File: src/rtl/ms_pkg.sv
// ms_pkg: shared constants, types and helpers for the minesweeper board
// controller and its LFSR.
//   BOARD_DIM / N_CELLS  board geometry (8x8, 64 cells)
//   ms_state_t           FSM state encoding, exported on ms_board_ctrl.state
//   C_REV/C_FLAG/C_BOMB  bit positions inside an ms_cell_t
//   CMD_REVEAL/CMD_FLAG  cmd_op encodings
package ms_pkg;

  localparam int BOARD_DIM = 8;
  localparam int N_CELLS   = BOARD_DIM * BOARD_DIM;

  typedef logic [2:0] ms_state_t;
  localparam ms_state_t IDLE  = 3'd0;
  localparam ms_state_t CLEAR = 3'd1;
  localparam ms_state_t PLACE = 3'd2;
  localparam ms_state_t COUNT = 3'd3;
  localparam ms_state_t PLAY  = 3'd4;
  localparam ms_state_t LOST  = 3'd5;
  localparam ms_state_t WON   = 3'd6;

  // Cell layout: [7]revealed [6]flagged [5]bomb [4]0 [3:0]adjacent bombs
  typedef logic [7:0] ms_cell_t;
  localparam int C_REV  = 7;
  localparam int C_FLAG = 6;
  localparam int C_BOMB = 5;

  localparam logic CMD_REVEAL = 1'b0;
  localparam logic CMD_FLAG   = 1'b1;

  // A game always has at least one bomb and never more than max_b.
  function automatic logic [3:0] clamp_bombs(input logic [3:0] n, input logic [3:0] max_b);
    if (n == 4'd0) return 4'd1;
    if (n > max_b) return max_b;
    return n;
  endfunction

endpackage

File: src/rtl/ms_lfsr8.sv
// ms_lfsr8: 8-bit Galois LFSR, polynomial x^8+x^6+x^5+x^4+1 (maximal length).
//   clk, rst   clock, async active-high reset (reset value DEFAULT_SEED)
//   load       load seed (a zero seed is replaced by DEFAULT_SEED)
//   seed       value to load
//   step       advance one state; load wins over step
//   q          current state, never zero
module ms_lfsr8 #(
  parameter logic [7:0] DEFAULT_SEED = 8'hA5
) (
  input  logic       clk,
  input  logic       rst,
  input  logic       load,
  input  logic [7:0] seed,
  input  logic       step,
  output logic [7:0] q
);

  logic [7:0] q_next;

  // Right-shift form: when the bit shifted out is 1, the feedback mask 8'hB8
  // folds in the x^8, x^6, x^5 and x^4 terms.
  assign q_next = q[0] ? ((q >> 1) ^ 8'hB8) : (q >> 1);

  always_ff @(posedge clk or posedge rst) begin
    if (rst)       q <= DEFAULT_SEED;
    else if (load) q <= (seed == 8'h00) ? DEFAULT_SEED : seed;
    else if (step) q <= q_next;
  end

endmodule

File: src/rtl/ms_board_ctrl.sv
// ms_board_ctrl: owner and sequencer of the 8x8 minesweeper board.
// On start it clears the board, drops bombs at LFSR-chosen cells, fills in
// adjacent-bomb counts, then serves reveal/flag commands and reports win/loss.
//   clk, rst              clock, async active-high reset
//   start, seed, num_bombs  restart request; seed/num_bombs sampled with it
//   cmd_valid/cmd_ready   command handshake (ready only while playing)
//   cmd_op, cmd_x, cmd_y  0=reveal 1=flag toggle, target column/row
//   rd_x, rd_y, rd_cell   combinational board read port for the renderer
//   state, game_lost, game_won  game status for top-level logic
//
// state | meaning
// IDLE  | after reset, waiting for start
// CLEAR | zero one cell per cycle, idx 0..63
// PLACE | one LFSR pick per cycle until bombs_eff distinct bombs placed
// COUNT | write neighbour bomb count of cell idx, idx 0..63
// PLAY  | accept one reveal/flag command per cycle
// LOST  | a bomb was revealed; board frozen until start
// WON   | every safe cell revealed; board frozen until start
module ms_board_ctrl
  import ms_pkg::*;
#(
  parameter logic [7:0] DEFAULT_SEED = 8'hA5,
  parameter int         MAX_BOMBS    = 15
) (
  input  logic       clk,
  input  logic       rst,
  input  logic       start,
  input  logic [7:0] seed,
  input  logic [3:0] num_bombs,
  input  logic       cmd_valid,
  input  logic       cmd_op,
  input  logic [2:0] cmd_x,
  input  logic [2:0] cmd_y,
  output logic       cmd_ready,
  input  logic [2:0] rd_x,
  input  logic [2:0] rd_y,
  output logic [7:0] rd_cell,
  output ms_state_t  state,
  output logic       game_lost,
  output logic       game_won
);

  ms_state_t  state_q;
  logic [5:0] idx;
  logic [3:0] placed;
  logic [3:0] bombs_eff;
  logic [6:0] revealed_cnt;
  ms_cell_t   board [N_CELLS];

  logic [7:0] lfsr_q;
  logic [1:0] lfsr_hi_unused;
  logic [5:0] pick;
  logic [5:0] cmd_idx;
  logic [6:0] win_target;
  logic [3:0] nbr_cnt;

  ms_lfsr8 #(.DEFAULT_SEED(DEFAULT_SEED)) u_lfsr (
    .clk  (clk),
    .rst  (rst),
    .load (start),
    .seed (seed),
    .step ((state_q == PLACE) && !start),
    .q    (lfsr_q)
  );

  // The pick is the LFSR value present during the PLACE cycle, so the first
  // candidate cell is the (substituted) seed itself. Only the low six bits
  // address the board.
  assign pick           = lfsr_q[5:0];
  assign lfsr_hi_unused = lfsr_q[7:6];

  assign cmd_idx    = {cmd_y, cmd_x};
  assign win_target = 7'(N_CELLS) - {3'b000, bombs_eff};

  // Bomb neighbours of cell idx; out-of-board neighbours are skipped, no wrap.
  always_comb begin
    int nr;
    int nc;
    nbr_cnt = 4'd0;
    nr = 0;
    nc = 0;
    for (int dy = -1; dy <= 1; dy++) begin
      for (int dx = -1; dx <= 1; dx++) begin
        nr = int'(idx[5:3]) + dy;
        nc = int'(idx[2:0]) + dx;
        if ((dy != 0 || dx != 0) && nr >= 0 && nr < BOARD_DIM && nc >= 0 && nc < BOARD_DIM) begin
          if (board[6'(nr * BOARD_DIM + nc)][C_BOMB]) nbr_cnt = nbr_cnt + 4'd1;
        end
      end
    end
  end

  always_ff @(posedge clk or posedge rst) begin
    if (rst) begin
      state_q      <= IDLE;
      idx          <= 6'd0;
      placed       <= 4'd0;
      bombs_eff    <= 4'd0;
      revealed_cnt <= 7'd0;
      for (int i = 0; i < N_CELLS; i++) board[i] <= '0;
    end else if (start) begin
      state_q      <= CLEAR;
      idx          <= 6'd0;
      placed       <= 4'd0;
      revealed_cnt <= 7'd0;
      bombs_eff    <= clamp_bombs(num_bombs, 4'(MAX_BOMBS));
    end else begin
      case (state_q)
        CLEAR: begin
          board[idx] <= '0;
          idx        <= idx + 6'd1;
          if (idx == 6'(N_CELLS - 1)) state_q <= PLACE;
        end
        PLACE: begin
          // A repeat pick just burns the cycle.
          if (!board[pick][C_BOMB]) begin
            board[pick][C_BOMB] <= 1'b1;
            placed              <= placed + 4'd1;
            if (placed + 4'd1 == bombs_eff) state_q <= COUNT;
          end
        end
        COUNT: begin
          board[idx][3:0] <= nbr_cnt;
          idx             <= idx + 6'd1;
          if (idx == 6'(N_CELLS - 1)) state_q <= PLAY;
        end
        PLAY: begin
          if (cmd_valid) begin
            if (cmd_op == CMD_FLAG) begin
              if (!board[cmd_idx][C_REV]) board[cmd_idx][C_FLAG] <= !board[cmd_idx][C_FLAG];
            end else if (!board[cmd_idx][C_REV] && !board[cmd_idx][C_FLAG]) begin
              board[cmd_idx][C_REV] <= 1'b1;
              revealed_cnt          <= revealed_cnt + 7'd1;
              if (board[cmd_idx][C_BOMB])                    state_q <= LOST;
              else if (revealed_cnt + 7'd1 == win_target)    state_q <= WON;
            end
          end
        end
        default: ;
      endcase
    end
  end

  assign rd_cell   = board[{rd_y, rd_x}];
  assign state     = state_q;
  assign cmd_ready = (state_q == PLAY);
  assign game_lost = (state_q == LOST);
  assign game_won  = (state_q == WON);

endmodule
File: config.mk
export PLATFORM = sky130hd
export DESIGN_NAME = ms_board_ctrl
export DESIGN_NICKNAME = d
export VERILOG_FILES = /design/src/rtl/ms_pkg.sv /design/src/rtl/ms_lfsr8.sv /design/src/rtl/ms_board_ctrl.sv
export SDC_FILE = /design/constraint.sdc
export NUM_CORES = 2
export LEC_CHECK = 0
export BUFFER_PORTS_ARGS = -buffer_cell sky130_fd_sc_hd__buf_2
export CORE_ASPECT_RATIO = 0.75
export CORE_MARGIN = 5
export CORE_UTILIZATION = 60
export DETAILED_ROUTE_END_ITERATION = 6
export MAX_ROUTING_LAYER = met4
export PLACE_DENSITY = 0.84
export SLEW_MARGIN = 25
export SYNTH_ARGS = -nofsm -noshare
export SYNTH_HDL_FRONTEND = slang
export SYNTH_SLANG_ARGS = --single-unit
File: constraint.sdc
create_clock -name clk -period 19 [get_ports clk]
set_input_delay 1.9 -clock clk [delete_from_list [all_inputs] [get_ports clk]]
set_output_delay 1.9 -clock clk [all_outputs]
set_load 0.05 [all_outputs]
==> impl_metrics.tcl <==
set metrics [dict create \
    nets 3279 \
    synth_area_leader_cell "dfrtp_1" \
    powerDensity_nw_per_um2 73.3 \
    dieWidth_um 282 \
    rows 74 \
    min_path_type "flip-flop to flip-flop" \
    grtUsageMet1 0.586 \
    syn_to_final_growth_pct 7.61 \
    p_leak_nw 14.3 \
    grt_pass1_wl_um 197000 \
    finalHoldViolCount 0 \
    syn_area_sq_um 33300 \
    gp_congestion 1.05 \
    power_mw 2.62 \
    grt_pass1_vias 29800 \
    seq_area_frac_synth 0.409 \
    boundaryPins 43 \
    synthTopCellsByArea "dfrtp_1 41%, mux4_2 15%, o21ai_0 8.7%" \
    endpoint_kind "flip-flop" \
    grt_util_all_layers 0.451 \
    fin_cells 4007 \
    post-cts-setup-buffers 0 \
    async_flop_share 1.00 \
    ctsLongestPathBuffers 3 \
    antenna_found_initial 10 \
    portBuffers 42 \
    cts_hold_buf 0 \
    synth_cell_types 94 \
    grt-ovfl-total 0 \
    setup-tns-final_ns 0 \
    grt_use_met2 0.588 \
    synth_seq_cells 544 \
    crit_start "idx[0]" \
    critPathRequiredTime_ns 19.50 \
    syn_inst 3332 \
    dieArea_sq_um 60300 \
    initial_core_util 0.609 \
    status "finished with violations" \
    routedWlPerCell_um 32.8 \
    cp-endpoint "board[251]" \
    fin_ws_ns 9.21 \
    clk_latency_ns 0.66 \
    syn_area_per_cell_sq_um 9.98 \
    wirelength_um 132000 \
    critPathMaxStageDelay_ns 0.80 \
    fin_crit_ns 9.79 \
    gr-max-usage-layer "met2" \
    path_clk_slew_ns 0.07 \
    slew_headroom 0.153 \
    via_per_inst 7.69 \
    period_share 0.515 \
    cp_slowest_cell "dfrtp_2" \
    layout_commonest_cell "o21ai_0" \
    path_max_fanout 40 \
    synth_nets 3384 \
    regArea_sq_um 13600 \
    grtUsageMet3 0.214 \
    die_y_um 214 \
    layout-drive-gt1-share 0.164 \
    path_common_cell "ha_1" \
    rr_worst_depth 32 \
    synth_top_flop_cell "dfrtp_1" \
    synth-warning-count 0 \
    cts_made_buffers 54 \
    post_cts_resized 0 \
    fp.coreArea_sq_um 54600 \
    drt_iter0_drc 5736 \
    multiInputGateArea_sq_um 18500 \
    dp_hpwl_um 88600 \
    finalClockSkew_ns 0.0594 \
    violations "DRC" \
    synth.top_cell.area_share 0.406 \
    dr.pass1.iters 7 \
    via_count 30800 \
    fmax_ghz 0.102 \
    rsz0062_at_grt "no" \
    max_cap_violations 0 \
    layout_common_cells "576 x o21ai_0, 539 x dfrtp_1, 432 x nand2_1" \
    cts_root_buffer "clkbuf_16" \
    critPathLaunchType "flip-flop" \
    pre_cts_ws_ns 9.39 \
    final-max-slew-violation-count 0 \
    final_util 0.655 \
    cts_tree "yes" \
    drt.antenna.violating_nets 0 \
    worst_pin_slew_ns 1.27 \
    reg2reg_slack_ns 9.21 \
    crit_type "flip-flop to flip-flop" \
    htreeDepth 2 \
    drc_errors 4 \
    clkSinkCount 544 \
    fillCellCount 4140 \
    crit_arrival_ns 10.29 \
    timing.rr.start "idx[0]" \
    place_inst 3893 \
    timing.rr.end "board[251]" \
    grt_max_degree 126 \
    finalSetupViolCount 0 \
    synth_edf_count 0 \
    vdd_drop_max_uv 73.1 \
]
final cells by class:
type	instances	share of cell area
clock inverters	29	0.0112
diodes	12	0.000839
flip-flops and latches	544	0.381
repair buffers	98	0.0183
clock buffers	73	0.0434
inverters	30	0.00336
well taps	722	0.0252
multi-input cells	2499	0.517
kinds of logic (layout without fill, tap and decap cells):
| family | count (synthesis) | in the layout | share of synthesized area |
|---|---|---|---|
| flip-flops | 544 | 544 | 0.409 |
| adder cells (fa/ha/maj) | 24 | 24 | 0.00963 |
| AND/OR/NAND/NOR | 1037 | 1037 | 0.135 |
| other | 0 | 12 | 0 |
| AO/OA/AOI/OAI | 1073 | 1073 | 0.214 |
| XOR/XNOR | 58 | 58 | 0.0173 |
| buffers and inverters | 289 | 230 | 0.0372 |
| multiplexers | 307 | 307 | 0.177 |
how the worst min path moves through the flow:
stage	start	endpoint	cells past startpoint
after floorplan	board[235]	board[235]	2
after global placement	board[275]	board[275]	2
after detailed placement	board[459]	board[459]	2
after CTS	board[161]	board[161]	2
after global routing	board[468]	board[468]	1
final	board[204]	board[204]	1
power breakdown:
group	internal, mW	leakage, nW	switching, mW
Combinational	0.0769	5.80	0.172
Sequential	1.16	7.55	0.0167
Clock	0.686	0.970	0.509
metrics by stage:
| step | hold slack [ns] | area, sq um |
|---|---|---|
| 6_report | 0.480 | 35800 |
| 5_1_grt | 0.502 | 35800 |
| 4_1_cts | 0.480 | 35700 |
| 3_5_place_dp | 0.465 | 33800 |
| 3_3_place_gp | 0.455 | 33800 |
| 2_1_floorplan | 0.443 | 33300 |
state kept, by name, indices dropped and copies added, names as in the netlist:
signal        count
board           512
bombs_eff         4
idx               6
placed            4
revealed_cnt      7
state             3
u_lfsr.q          8
layer usage:
layer	vias up	share of wire
met3	671	0.18
li1	12200	-
met4	0	0.069
met2	2910	0.40
met1	15100	0.35
met5	-	0
cell usage after synthesis (36+ instances only):
cell type	number
nand2_1	436
mux4_2	221
and2_1	55
mux2i_1	52
dfrtp_1	540
a22oi_1	121
o31ai_4	36
o21ai_0	578
a21oi_1	68
a22o_1	72
clkbuf_1	201
nor2_1	366
o31ai_1	44
worst max-delay path, delay by kind of cell (launching register included):
family	cells	cell delay (ns)
simple gates	7	0.81
mux	3	1.33
xor+xnor	5	1.46
fa+ha+maj	6	2.15
flops	1	0.80
buf+inv	6	2.30
compound gates	5	0.67
Note: power is estimated with default switching activity, not from simulation.
